$ cat config.mk
export PLATFORM = sky130hd
export DESIGN_NAME = seq_restoring_divider_flat
export DESIGN_NICKNAME = d
export VERILOG_FILES = /design/src/rtl/seq_restoring_divider_pkg.sv /design/src/rtl/seq_restoring_divider_if.sv /design/src/rtl/seq_restoring_divider_step.sv /design/src/rtl/seq_restoring_divider.sv /design/src/flat_wrapper.sv
export SDC_FILE = /design/constraint.sdc
export NUM_CORES = 1
export LEC_CHECK = 0
export BUFFER_PORTS_ARGS = -buffer_cell sky130_fd_sc_hd__buf_4
export CELL_PAD_IN_SITES_DETAIL_PLACEMENT = 1
export CELL_PAD_IN_SITES_GLOBAL_PLACEMENT = 1
export CORE_MARGIN = 4
export CORE_UTILIZATION = 36
export CTS_BUF_LIST = sky130_fd_sc_hd__clkbuf_4
export DETAILED_ROUTE_END_ITERATION = 16
export PLACE_DENSITY_LB_ADDON = 0.12
export SKIP_LAST_GASP = 1
export SYNTH_ARGS = -nofsm -noshare
export SYNTH_HDL_FRONTEND = slang
export SYNTH_SLANG_ARGS = --single-unit
$ cat constraint.sdc
create_clock -name clk -period 1.65 [get_ports clk]
set_clock_uncertainty 0.1 [all_clocks]
set_input_delay 0 -clock clk [delete_from_list [all_inputs] [get_ports clk]]
set_output_delay 0 -clock clk [all_outputs]
set_load 0.01 [all_outputs]
$ cat src/rtl/seq_restoring_divider_pkg.sv
// Shared types and sizing helpers for the sequential restoring divider.
package div_pkg;

  typedef enum logic [1:0] {
    IDLE = 2'd0,
    CALC = 2'd1,
    DONE = 2'd2
  } div_state_t;

  localparam int N_DEF = 4;
  localparam int M_DEF = 2;

  // Step counter width: must hold N-1; never narrower than one bit.
  function automatic int cnt_width(input int n);
    return (n < 2) ? 1 : $clog2(n);
  endfunction

endpackage

$ cat src/rtl/seq_restoring_divider_if.sv
// Operand/result handshake bundle for seq_restoring_divider.
// Optional macro DIV_SELFCHECK_EN adds the chk_err result flag.
interface seq_restoring_divider_if
  import div_pkg::*;
#(
  parameter int N = N_DEF,
  parameter int M = M_DEF
);
  logic         in_valid;
  logic         in_ready;
  logic [N-1:0] dividend;
  logic [M-1:0] divisor;
  logic         out_valid;
  logic         out_ready;
  logic [N-1:0] quotient;
  logic [M-1:0] remainder;
  logic         div_by_zero;
`ifdef DIV_SELFCHECK_EN
  logic         chk_err;
`endif

  // Producer of operands / consumer of results.
  modport master (
    output in_valid, dividend, divisor, out_ready,
    input  in_ready, out_valid, quotient, remainder, div_by_zero
`ifdef DIV_SELFCHECK_EN
    , input chk_err
`endif
  );

  // The divider itself.
  modport slave (
    input  in_valid, dividend, divisor, out_ready,
    output in_ready, out_valid, quotient, remainder, div_by_zero
`ifdef DIV_SELFCHECK_EN
    , output chk_err
`endif
  );

endinterface

$ cat src/rtl/seq_restoring_divider_step.sv
// One combinational restoring-division step: shift in the next dividend bit,
// trial-subtract the divisor, keep the difference only if it did not go negative.
module div_step #(
  parameter int M = 2
) (
  input  logic [M-1:0] p_i,        // partial remainder, always < divisor
  input  logic         q_msb_i,    // next dividend bit to shift in
  input  logic [M-1:0] divisor_i,
  output logic [M-1:0] p_o,        // next partial remainder
  output logic         q_bit_o     // resolved quotient bit
);
  logic [M:0] trial;
  logic [M:0] diff;

  // The restored value is always < divisor, so it fits back into M bits.
  always_comb begin
    trial   = {p_i, q_msb_i};
    diff    = trial - {1'b0, divisor_i};
    q_bit_o = ~diff[M];
    p_o     = q_bit_o ? diff[M-1:0] : trial[M-1:0];
  end

endmodule

$ cat src/rtl/seq_restoring_divider.sv
// Iterative restoring divider: one quotient bit per clock behind valid/ready.
// Optional macro DIV_SELFCHECK_EN adds a reconstruction check flag (chk_err).
module seq_restoring_divider
  import div_pkg::*;
#(
  parameter int N = N_DEF,
  parameter int M = M_DEF
) (
  input  logic                    clk,
  input  logic                    rst_n,
  seq_restoring_divider_if.slave  bus
);
  localparam int CW = cnt_width(N);

  div_state_t    state_q, state_d;
  logic [CW-1:0] cnt_q, cnt_d;
  logic [M-1:0]  p_q, p_d;      // partial remainder; becomes the remainder
  logic [N-1:0]  q_q, q_d;      // dividend shifts out while quotient shifts in
  logic [M-1:0]  dvs_q, dvs_d;
  logic          dbz_q, dbz_d;
  logic          rdy_q;
  logic          accept;
  logic [M-1:0]  step_p;
  logic          step_bit;

  div_step #(.M(M)) u_step (
    .p_i       (p_q),
    .q_msb_i   (q_q[N-1]),
    .divisor_i (dvs_q),
    .p_o       (step_p),
    .q_bit_o   (step_bit)
  );

  assign accept = (state_q == IDLE) && rdy_q && bus.in_valid;

  // Next-state and datapath update; everything holds unless the state says otherwise.
  always_comb begin
    state_d = state_q;
    cnt_d   = cnt_q;
    p_d     = p_q;
    q_d     = q_q;
    dvs_d   = dvs_q;
    dbz_d   = dbz_q;
    case (state_q)
      IDLE: begin
        if (accept) begin
          dvs_d = bus.divisor;
          if (bus.divisor != '0) begin
            state_d = CALC;
            cnt_d   = CW'(N - 1);
            p_d     = '0;
            q_d     = bus.dividend;
            dbz_d   = 1'b0;
          end else begin
            state_d = DONE;
            p_d     = '0;
            q_d     = '1;
            dbz_d   = 1'b1;
          end
        end
      end
      CALC: begin
        p_d = step_p;
        q_d = {q_q[N-2:0], step_bit};
        if (cnt_q == '0) state_d = DONE;
        else             cnt_d   = cnt_q - 1'b1;
      end
      DONE: begin
        if (bus.out_ready) state_d = IDLE;
      end
      default: state_d = IDLE;
    endcase
  end

  // State and datapath registers; in_ready is registered so it stays low during reset.
  always_ff @(posedge clk or negedge rst_n) begin
    if (!rst_n) begin
      state_q <= IDLE;
      cnt_q   <= '0;
      p_q     <= '0;
      q_q     <= '0;
      dvs_q   <= '0;
      dbz_q   <= 1'b0;
      rdy_q   <= 1'b0;
    end else begin
      state_q <= state_d;
      cnt_q   <= cnt_d;
      p_q     <= p_d;
      q_q     <= q_d;
      dvs_q   <= dvs_d;
      dbz_q   <= dbz_d;
      rdy_q   <= (state_d == IDLE);
    end
  end

  assign bus.in_ready    = rdy_q;
  assign bus.out_valid   = (state_q == DONE);
  assign bus.quotient    = q_q;
  assign bus.remainder   = p_q;
  assign bus.div_by_zero = dbz_q;

`ifdef DIV_SELFCHECK_EN
  logic [N-1:0]   dvd_q;
  logic [N+M-1:0] recon;

  // Keep the original dividend so the result can be reconstructed in DONE.
  always_ff @(posedge clk or negedge rst_n) begin
    if (!rst_n)      dvd_q <= '0;
    else if (accept) dvd_q <= bus.dividend;
  end

  // quotient*divisor+remainder must give back the dividend for any nonzero divisor.
  always_comb begin
    recon       = (N+M)'(q_q) * (N+M)'(dvs_q) + (N+M)'(p_q);
    bus.chk_err = (state_q == DONE) && !dbz_q && (recon != (N+M)'(dvd_q));
  end
`endif

endmodule

$ cat src/flat_wrapper.sv
// flat-port wrapper written by rule: the top's interface ports become plain ports
module seq_restoring_divider_flat import div_pkg::*;
#(
  parameter int N = N_DEF,
  parameter int M = M_DEF
)
  (clk, rst_n, bus_in_valid, bus_dividend, bus_divisor, bus_out_ready, bus_in_ready, bus_out_valid, bus_quotient, bus_remainder, bus_div_by_zero);
  seq_restoring_divider_if #(.N(N), .M(M)) bus_i ();
  input  logic clk;
  input  logic rst_n;
  input wire logic [$bits(bus_i.in_valid)-1:0] bus_in_valid;
  input wire logic [$bits(bus_i.dividend)-1:0] bus_dividend;
  input wire logic [$bits(bus_i.divisor)-1:0] bus_divisor;
  input wire logic [$bits(bus_i.out_ready)-1:0] bus_out_ready;
  output wire logic [$bits(bus_i.in_ready)-1:0] bus_in_ready;
  output wire logic [$bits(bus_i.out_valid)-1:0] bus_out_valid;
  output wire logic [$bits(bus_i.quotient)-1:0] bus_quotient;
  output wire logic [$bits(bus_i.remainder)-1:0] bus_remainder;
  output wire logic [$bits(bus_i.div_by_zero)-1:0] bus_div_by_zero;
  assign bus_i.in_valid = bus_in_valid;
  assign bus_i.dividend = bus_dividend;
  assign bus_i.divisor = bus_divisor;
  assign bus_i.out_ready = bus_out_ready;
  assign bus_in_ready = bus_i.in_ready;
  assign bus_out_valid = bus_i.out_valid;
  assign bus_quotient = bus_i.quotient;
  assign bus_remainder = bus_i.remainder;
  assign bus_div_by_zero = bus_i.div_by_zero;
  seq_restoring_divider #(.N(N), .M(M)) u_core (.clk(clk), .rst_n(rst_n), .bus(bus_i));
endmodule
Word-level counts from Yosys, hierarchy flattened
Cells that the tools add are included.
{"block": "classes", "n_addsub": 2, "bitwise_logic": 1, "div_mod_pow": 0, "reduce_logical": 10, "n_eq_ne": 5, "n_lt_le_gt_ge": 0, "mux": 16, "n_shift": 0, "multipliers": 0}
{"cell": "2-bit 2-to-1 mux", "n": 9}
{"cell": "4-bit 2-to-1 mux", "n": 2}
{"cell": "2-bit one-hot mux with 2 select lines", "n": 2}
{"cell": "4-bit one-hot mux with 2 select lines", "n": 1}
{"cell": "2-bit logical NOT", "n": 3}
{"cell": "2-bit one-hot mux with 3 select lines", "n": 1}
{"cell": "2-bit inequality test (second input constant)", "n": 2}
{"cell": "2-bit AND reduction", "n": 2}
{"cell": "4-bit AND reduction", "n": 1}
{"cell": "2-bit nonzero test", "n": 2}
{"cell": "3-bit by 2-bit subtractor with 3-bit output", "n": 1}
{"cell": "2-bit by 1-bit == test with 1-bit output (second input constant)", "n": 1}
{"cell": "2-bit == test (second input constant)", "n": 1}
{"cell": "1-bit logical AND", "n": 2}
{"cell": "2-bit by 1-bit inequality test with 1-bit output (second input constant)", "n": 1}
{"cell": "2-bit by 1-bit subtractor with 2-bit output (second input constant)", "n": 1}
{"cell": "1-bit 2-to-1 mux", "n": 1}
{"cell": "1-bit inverter", "n": 1}
{"block": "word_totals", "rom_bits": 0, "input_bits": 10, "regBits": 14, "latchBits": 0, "output_inout_bits": 9, "wordCells": 41, "memories": 0, "mem_bits_rw": 0}

Logic depth before layout (Yosys ltp)
{"block": "logic_depth", "depth_word": 6, "depth_mapped": 6, "mapped_depth_nobuf": 6}

Hierarchy
A second synthesis with hierarchy kept.
{"block": "unflattened", "cells_unflattened": 81, "area_unflattened_um2": 772.0}
{"module": "seq_restoring_divider", "n_inst": 1, "cells_each": 73, "area_per_inst_um2": 691.9}
{"module": "div_step", "n_inst": 1, "cells_each": 8, "area_per_inst_um2": 80.1}

Worst setup path before layout
No wires, ideal clock.
{"block": "synth_path", "path_kind": "register -> register", "start": "register u_core.q_q[3] (netlist: u_core.bus.quotient[3])", "end": "register u_core.p_q[0] (netlist: u_core.bus.remainder[0])", "stages_incl_launch_ff": 7, "period_less_slack_ps": 1655, "setup_time_ps": 104, "t_arrival_ps": 1451, "t_required_ps": 1446, "path_slack_ps": -5, "cell_sequence": "dfrtp_1 inv_1 ha_1 fa_1 xor2_1 nand3_1 o311ai_1"}
{"block": "synth_via", "elab_chain_cells": 3}
{"element": "from (decl)", "line_no": "seq_restoring_divider.sv:18", "source": "logic [N-1:0] q_q, q_d;"}
{"element": "from (signal assigned)", "line_no": "seq_restoring_divider.sv:89", "source": "q_q <= q_d;"}
{"element": "3-bit by 2-bit subtractor with 3-bit output", "line_no": "seq_restoring_divider_step.sv:18", "source": "diff = trial - {1'b0, divisor_i};"}
{"element": "2-bit 2-to-1 mux *", "line_no": "seq_restoring_divider_step.sv:20", "source": "p_o = q_bit_o ? diff[M-1:0] : trial[M-1:0];"}
{"element": "2-bit one-hot mux with 2 select lines *", "line_no": "seq_restoring_divider.sv:44", "source": "case (state_q)"}
{"element": "to (signal assigned)", "line_no": "seq_restoring_divider.sv:88", "source": "p_q <= p_d;"}
{"element": "to (decl)", "line_no": "seq_restoring_divider.sv:17", "source": "logic [M-1:0] p_q, p_d;"}
Mark *: on every way between the ends. The rest lies on a longest branch, timed or not.
A chain may end at the register's enable or synchronous reset.

Final worst setup path
{"block": "layout_path", "start": "register u_core.q_q[3] (netlist: u_core.bus.quotient[3])", "end": "register u_core.p_q[1] (netlist: u_core.bus.remainder[1])"}
{"block": "layout_via", "elab_chain_cells": 3}
{"element": "3-bit by 2-bit subtractor with 3-bit output", "line_no": "seq_restoring_divider_step.sv:18"}
{"element": "2-bit 2-to-1 mux", "line_no": "seq_restoring_divider_step.sv:20"}
{"element": "2-bit one-hot mux with 2 select lines", "line_no": "seq_restoring_divider.sv:44"}
No other way between the ends.

==> results.md <==
- Status: finished, violations left
- Failing checks: setup timing
- Top cell type's share of synthesized area: 49.82%
- Sequential fraction of the synthesis area: 49.82%
- Mean Syn Cell Area: 10.34 µm²
- Width of the chip: 52.20 µm
- Fin Hold WS: 146.6 ps
- Slowest stage delay, CP: 400 ps
- I/O Pins: 19
- CP max stage cell: fa_2
- Hold Path Class: input pin to register
- Total die area: 2724 µm²
- Routed vias/inst: 5.220
- Vias in the first global route: 698
- Fin crit period: 1671 ps
- FFs w/ async S/R, synth: between 90% and 100%
- Slew Viols, Final: 0
- Most numerous cell in the Yosys netlist: dfrtp_1
- # H-tree levels: 1
- CTS Root Cell: clkbuf_4
- Slew @ Worst Pin: 447.9 ps
- Pre-antenna DRT Iters: 3
- Clk_lat worst skew: 280 ps
- Die Y: 52.20 µm
- Final Total Pwr: between 2 and 2.5 mW
- Period utilization: 101.3%
- Max VDD drop: around 0.95 mV
- DPL Wire Length: 1.290 mm
- Clock Tree Buf Depth: 2
- CTS tree: done
- RSZ-0062 raised after global routing: true
- Crit path DAT: 1750 ps
- Cell Area, Synth: roughly 700 µm²
- First-pass GRT wire length: approximately 3.3 mm
- # diodes: 0
- Site Rows: 15
- Routed via count: 663
- Synth cell types: 26
- Flops & latches, synth: 14
- First DRT Iteration DRCs: 5
- Most frequent cells after synthesis: dfrtp_1 (14), nand2_1 (10)
- Relative slew slack: 70.03%
- P_leak: between 0.4 and 0.5 nW
- Drt total wl: 2.333 mm
- EDFF count, synth: 0
- Crit-path max FO: 5
- Yosys top cell by area: dfrtp_1
- # setup viols final: 2
- GP Congestion: 0.7197
- Pin count of the biggest net entering global routing: 13
- Setup ws final: -20.66 ps
- Power Density: 1927 nW/µm²
- CP Data Required Time: roughly 1700 ps
- Final Hold Fails: 0
- Share of cells above drive strength 1: 34.31%
- Nets@finish: 116
- Crit start category: register
- Worst Setup Path Type: register to register
- Synth top area cells: dfrtp_1 (50%), nand2_1 (5.3%), a221o_1 (4.3%)
- CP endpoint kind: register
- Fmax: 0.5986 GHz
- Initial Util: 39.44%
- PortBufs: 18
- TritonCTS buffer count: 3
- Yosys warnings: 0
- Ys flop type: dfrtp_1
- CP Cell Sequence: inv_2 -> ha_4 -> fa_2 -> xor2_4 -> o311ai_2
- Area Growth Syn to Fin: 51.96%
- Clock sinks: 14
- Syn nets: just over 80
- Total grt overflow: 0
- Cells after Synth: 68
- Wirelength per Cell: 18.37 µm
- Max Cap Viol: 0
- Clock Pin Slew Worst Setup and Hold Paths: about 90 ps
- ANT nets after route: 0
- Core footprint: 1783 µm²
- Total GRT Usage: 17.52%
- DRC viols: 0
- Initial antenna violation count: 0
sequential cells by signal, indices dropped and copies added (netlist names):
name                    cells
u_core.cnt_q                2
u_core.bus.quotient         4
u_core.bus.div_by_zero      1
u_core.dvs_q                2
u_core.bus.in_ready         1
u_core.bus.remainder        2
u_core.state_q              2
logic make-up after synthesis:
| kind of cell | after synthesis | synth area share, % |
|---|---|---|
| AOI/OAI and AO/OA | 14 | 15.12 |
| xor gates and xnor gates | 1 | 1.246 |
| adders and majority gates | 3 | 6.405 |
| buffers and inverters | 7 | 5.515 |
| DFF | 14 | 49.82 |
| and+or+nand+nor | 29 | 21.89 |
cells in the final DEF, fill, tap and decap left out, drive strengths merged, types with 2 or more instances in the layout:
cell	netlist	final
a221o	3	3
o21a	2	2
dfrtp	14	14
nand2	10	10
nor2	4	4
buf	3	23
o21ai	3	3
dlygate4sd3	0	10
o311ai	3	3
clkbuf	0	3
ha	2	2
inv	4	4
nor2b	2	2
nor3	4	4
nand3	4	4
what timing repair did:
action | CTS | global route
hold endpoints to repair | 24 | 0
hold buffers | 10 | 0
endpoints found under the setup margin | 3 | 3
pin swaps | 3 | 3
setup buffers | 1 | 1
gates resized for setup | 6 | 3
metrics by stage:
stage	utilization (%)	cells	setup slack [ps]	instance area [µm²]	TNS [ps]
after global placement	49.12	111	-10.14	875.8	-15.54
final	59.93	127	-20.66	1069	-33.83
after detailed placement	49.12	111	-76.52	875.8	-204.7
after global routing	59.93	127	-64.66	1069	-141.7
after floorplan	-	68	0.9418	710.7	0
after CTS	58.53	126	-26.20	1044	-34.65
final timing paths:
path                       depth (start not counted)  slack [ps]                   start                      end
max                                                5         -20  u_core.bus.quotient[3]  u_core.bus.remainder[1]
min in group asynchronous                          3         610                   rst_n        u_core.state_q[0]
min reg2reg                                        2         440  u_core.bus.div_by_zero   u_core.bus.div_by_zero
min                                                4         150            bus_in_valid          u_core.dvs_q[0]
max in group asynchronous                          3         550                   rst_n          u_core.dvs_q[0]
max reg2reg                                        5         -20  u_core.bus.quotient[3]  u_core.bus.remainder[1]
power by group:
part / total [mW] / switching (mW) / internal [mW]
sequential: 0.674 / 0.165 / 0.509
combinational: 1.19 / 0.594 / 0.592
clock: 0.200 / 0.112 / 0.0877
total: 2.06 / 0.871 / 1.19
worst max-delay path: cells and delay by family, from the launching register on:
family | cells | cell delay [ps]
compound gates | 1 | 250
flops | 1 | 380
xor+xnor | 1 | 200
fa+ha+maj | 2 | 560
buf+inv | 1 | 70
routing by layer:
metal	global-route usage, %	wire, µm	vias to the layer above
met3	5.983	95	4
met4	2.553	39	0
met2	32.01	1251	19
met5	0	0	-
li1	-	-	315
met1	19.96	947	325
final cells by class:
type	count	area (µm²)
flip-flops and latches	14	350.3
fillers	204	714.4
clock buffers	3	22.52
multi-input cells	47	372.9
inverters	4	15.01
repair buffers	33	272.8
clock inverters	1	3.754
well taps	25	31.28
Note: power is estimated with default switching activity, not from simulation.
